--- config.mk ---
export PLATFORM = sky130hd
export DESIGN_NAME = router_fifo
export DESIGN_NICKNAME = d
export VERILOG_FILES = /design/src/rtl/router_fifo.sv
export SDC_FILE = /design/constraint.sdc
export NUM_CORES = 1
export LEC_CHECK = 0
export BUFFER_PORTS_ARGS = -buffer_cell sky130_fd_sc_hd__buf_2
export CORE_MARGIN = 2
export CORE_UTILIZATION = 55
export DETAILED_ROUTE_END_ITERATION = 12
export PLACE_DENSITY = 0.7
export SYNTH_ARGS = -nofsm -noshare
export SYNTH_HDL_FRONTEND = slang
export SYNTH_SLANG_ARGS = --single-unit
--- constraint.sdc ---
create_clock -name clk -period 3.6 [get_ports clk]
set_input_delay 0.72 -clock clk [delete_from_list [all_inputs] [get_ports clk]]
set_output_delay 0.72 -clock clk [all_outputs]
set_load 0.1 [all_outputs]
--- src/rtl/router_fifo.sv ---
// router_fifo: per-destination output FIFO of the 1x3 router.
//
// Buffers header, payload and parity bytes. Each entry carries a header tag
// bit, so the read side can load a packet byte counter from the header's
// length field and fall back to the idle output once a packet has drained.
//
// Ports:
//   clk         single clock, rising edge
//   resetn      asynchronous active-low reset
//   soft_reset  synchronous flush (pointers, packet counter, output)
//   write_enb   write strobe (one bit of the synchroniser one-hot vector)
//   lfd_state   marks the byte on data_in as a packet header
//   data_in     byte to store
//   read_enb    read strobe from the destination client
//   data_out    registered read data (idle value when no packet in flight)
//   full        FIFO holds DEPTH entries
//   empty       FIFO holds no entries
//
// Build option: ROUTER_FIFO_TRISTATE_EN makes the idle/reset value of
// data_out all-Z so the port can share an external bus; otherwise the idle
// value is all-zero and no Z is driven.
module router_fifo #(
  parameter int WIDTH = 8,
  parameter int DEPTH = 16,
  parameter int AW    = $clog2(DEPTH)
) (
  input  logic             clk,
  input  logic             resetn,
  input  logic             soft_reset,
  input  logic             write_enb,
  input  logic             lfd_state,
  input  logic [WIDTH-1:0] data_in,
  input  logic             read_enb,
  output logic [WIDTH-1:0] data_out,
  output logic             full,
  output logic             empty
);

`ifdef ROUTER_FIFO_TRISTATE_EN
  localparam logic [WIDTH-1:0] IDLE_VAL = {WIDTH{1'bz}};
`else
  localparam logic [WIDTH-1:0] IDLE_VAL = {WIDTH{1'b0}};
`endif

  localparam logic [AW:0]      PTR_ONE = {{AW{1'b0}}, 1'b1};
  localparam logic [WIDTH-2:0] CNT_ONE = {{(WIDTH-2){1'b0}}, 1'b1};

  logic [WIDTH:0]   mem_q [DEPTH];
  logic [AW:0]      wr_ptr_q, wr_ptr_d;
  logic [AW:0]      rd_ptr_q, rd_ptr_d;
  logic [WIDTH-2:0] pkt_cnt_q, pkt_cnt_d;
  logic [WIDTH-1:0] data_q, data_d;
  logic             oe_q, oe_d;
  logic             wr_acc, rd_acc;
  logic [WIDTH:0]   rd_entry;

  // Extra pointer MSB distinguishes full from empty when the indices match.
  assign empty = (wr_ptr_q == rd_ptr_q);
  assign full  = (wr_ptr_q[AW] != rd_ptr_q[AW]) &&
                 (wr_ptr_q[AW-1:0] == rd_ptr_q[AW-1:0]);

  // Both strobes are judged against the flags at the start of the cycle.
  assign wr_acc   = write_enb && !full;
  assign rd_acc   = read_enb && !empty;
  assign rd_entry = mem_q[rd_ptr_q[AW-1:0]];

  always_comb begin
    wr_ptr_d  = wr_ptr_q;
    rd_ptr_d  = rd_ptr_q;
    pkt_cnt_d = pkt_cnt_q;
    data_d    = data_q;
    oe_d      = oe_q;
    if (soft_reset) begin
      wr_ptr_d  = '0;
      rd_ptr_d  = '0;
      pkt_cnt_d = '0;
      data_d    = '0;
      oe_d      = 1'b0;
    end else begin
      if (wr_acc) wr_ptr_d = wr_ptr_q + PTR_ONE;
      if (rd_acc) begin
        rd_ptr_d = rd_ptr_q + PTR_ONE;
        data_d   = rd_entry[WIDTH-1:0];
        oe_d     = 1'b1;
        // Header length field counts payload bytes; +1 covers parity.
        if (rd_entry[WIDTH])
          pkt_cnt_d = {1'b0, rd_entry[WIDTH-1:2]} + CNT_ONE;
        else if (pkt_cnt_q != '0)
          pkt_cnt_d = pkt_cnt_q - CNT_ONE;
      end else if (pkt_cnt_q == '0) begin
        data_d = '0;
        oe_d   = 1'b0;
      end
    end
  end

  always_ff @(posedge clk or negedge resetn) begin
    if (!resetn) begin
      wr_ptr_q  <= '0;
      rd_ptr_q  <= '0;
      pkt_cnt_q <= '0;
      data_q    <= '0;
      oe_q      <= 1'b0;
    end else begin
      wr_ptr_q  <= wr_ptr_d;
      rd_ptr_q  <= rd_ptr_d;
      pkt_cnt_q <= pkt_cnt_d;
      data_q    <= data_d;
      oe_q      <= oe_d;
    end
  end

  // Storage is never cleared; a flush only moves the pointers.
  always_ff @(posedge clk) begin
    if (wr_acc && !soft_reset)
      mem_q[wr_ptr_q[AW-1:0]] <= {lfd_state, data_in};
  end

  // oe_q low selects the idle value (all-Z on a shared bus, else zero).
  assign data_out = oe_q ? data_q : IDLE_VAL;

endmodule

==> metrics <==
Post-CTS Setup Bufs=0; met2 global-route usage=0.331; total gr overflow=0; startpoint types=register; nets@finish=469; pin count of the biggest net entering global routing=30; Seq cells post-synth=170; root buffer cell=clkbuf_16; I/O Pins=24; EDFF count, synth=~140; Cell Pwr Density=595 mW/mm²; Reg clk slew, reported paths=60 ps; # diodes=0; Least-Margin Pin Slew=711 ps; clock sinks=170; antenna violations before repair=0; GR peak layer=met2; TritonCTS Buffers=17; status=finished clean; cell leakage power=2.76 nW; Synth Cell Area=0.00719 mm²; fraction of registers with async set/reset=0.153; aggregate global-route resource usage=0.218; Port Buffers=23; DR vias=3744; Worst path slowest cell=dfrtp_2; Post-DRT Antenna Nets=0; Place WS=about 940 ps; CP max FO=16; synthesized instance count=about 410; Post-Layout Cell Count=between 600 and 700; die outline area=0.0140 mm²; clock skew=between 10 and 15 ps; Final HPWL DP=about 9500 µm; first-pass GRT wire length=around 22000 µm; Final WS setup=around 710 ps; share of post-route cells with drive strength above 1=0.250; Synth Flop Type=edfxtp_1; Worst-Skew Late Latency=approximately 430 ps; CP Class=register to primary output; worst min-delay path category=input pin to asynchronous set/reset pin; vias in the first global route=a little under 4000; Critical Path Sink Type=primary output; Final GP Congestion=0.774; core area=around 0.013 mm²; post-cts gate resize count=0; Synth top area share=0.601; Data required, critical path=2880 ps; DR WL/cell=22.2 µm; Avg Vias per Cell=slightly below 6; Max-Cap Viols=0; M3 GR Usage=0.0458; # DRC=0; final hold vios=0; CTS max path bufs=2; Placement Rows=41; drt initial violations=approximately 380; Worst EP arrival=2170 ps; Starting Density=0.567; Area Overhead vs Synth=12.1%; DR pass1 iterations=5; Setup TNS=0 ps; Synth cell types=42; post-synthesis sequential area ratio=0.692; H-tree depth=4; CTS Hold Buffers Added=0; RSZ-0062 raised after global routing=no; Routed WL=14100 µm; Die Width=118 µm; top cells by area, synth=edfxtp_1, mux4_2, dfrtp_1; CP max stage delay=around 700 ps; fin crit share=0.802; f_max=around 0.35 GHz; leading area contributor after synthesis=edfxtp_1; Die H=between 100 and 150 µm; synthesized net count=between 400 and 500; endpoints failing setup=0; Tmin final=~2900 ps; M1 GR Usage=0.311; post-placement cell count=600; yosys warns=0; Max-slew headroom=0.526; CTS tree=built; VDD IR max=0.000274 V; syn avg cell area=~17 µm²; crit-path cells=xnor2_1, and4_1, and2_1, buf_2; max-slew violation count=0
-- power by group --
group	internal, mW	switching [mW]	total [mW]
clock network	0.954	0.735	1.69
registers	2.19	0.0767	2.27
logic	0.360	0.483	0.843
-- cells in the final DEF, fill, tap and decap left out, types with 9 or more instances in the layout --
master     instances
edfxtp_1         144
mux4_2            39
nand2_1           25
dfrtp_1           24
buf_2             23
nor2_1            19
clkbuf_16         17
a21oi_1           14
buf_4             14
mux2i_1           12
nand3_1           12
xor2_1            11
and2_1             9
-- through the flow --
| step | area, µm² | hold WS [ps] | util | total power, mW |
|---|---|---|---|---|
| after global routing | 8060 | 341 | 0.636 | 4.98 |
| after detailed placement | 7510 | 523 | 0.593 | 3.15 |
| after floorplan | 7190 | 424 | - | 2.95 |
| after CTS | 8060 | 302 | 0.636 | 4.83 |
| final | 8060 | 301 | 0.636 | 4.80 |
| after global placement | 7510 | 519 | 0.593 | 3.12 |
-- critical path: cells and delay by family (launching register included) --
| family | cells | cell delay (ps) |
|---|---|---|
| xor+xnor | 1 | 200 |
| simple gates | 2 | 410 |
| flops | 1 | 700 |
| buf+inv | 1 | 420 |
-- final timing paths --
check                                         from                       end  slack, ps  cells after the start
setup / recovery           rd_ptr_q[0]$_DFFE_PN0P_                      full        710                      4
hold / removal                              resetn   wr_ptr_q[2]$_DFFE_PN0P_        300                      1
setup reg to reg           rd_ptr_q[1]$_DFFE_PN0P_  pkt_cnt_q[5]$_DFFE_PN0P_        960                      7
hold reg to reg              data_q[6]$_DFFE_PN0P_     data_q[6]$_DFFE_PN0P_        530                      2
max in group asynchronous                   resetn   rd_ptr_q[1]$_DFFE_PN0P_       2880                      1
min in group clk             data_q[6]$_DFFE_PN0P_     data_q[6]$_DFFE_PN0P_        530                      2
-- cell type report --
| type | count | area [µm²] |
|---|---|---|
| Clock buffer | 19 | 433 |
| Inverter | 5 | 18.8 |
| Fill cell | 894 | 4610 |
| Tap cell | 172 | 215 |
| Sequential cell | 170 | 4980 |
| Clock inverter | 13 | 118 |
| Timing Repair Buffer | 38 | 240 |
| Multi-Input combinational cell | 215 | 2060 |
-- cell families (layout without fill, tap and decap cells) --
family,Yosys count,in the layout,share of synthesized area
flip-flops,170,170,0.692
AND/OR/NAND/NOR,102,102,0.0752
multiplexers,53,53,0.146
AO/OA/AOI/OAI,34,34,0.0301
buffers and inverters,28,75,0.0214
XOR/XNOR,18,18,0.0219
adder cells (fa/ha/maj),8,8,0.0139
-- registers in the layout (all words and copies together) (netlist names) --
signal     cells
oe_q           1
mem_q        144
wr_ptr_q       5
pkt_cnt_q      7
data_q         8
rd_ptr_q       5
-- synth_stat cells (2+ instances only) --
master      n
xor2_1     11
inv_1       5
and2_1      9
dfrtp_1    26
mux4_2     39
o21ai_0     4
o22ai_1     3
nor3_1      5
nand2_1    25
and3_1      8
buf_2       9
xnor2_1     7
buf_6       5
clkbuf_1    8
nor2b_1     8
nor3b_1     2
nand3_2     2
edfxtp_1  144
a21oi_1    14
mux2i_1    12
nand4_1     5
nor2_1     19
ha_1        8
nor4_1      2
a22oi_1     5
nand3_1    12
-- per-layer routing --
layer | wire length, µm | vias to the layer above
met2 | 6760 | 99
met3 | 628 | 25
met1 | 6350 | 1934
met5 | 0 | -
li1 | - | 1686
met4 | 320 | 0
Note: power is estimated with default switching activity, not from simulation.
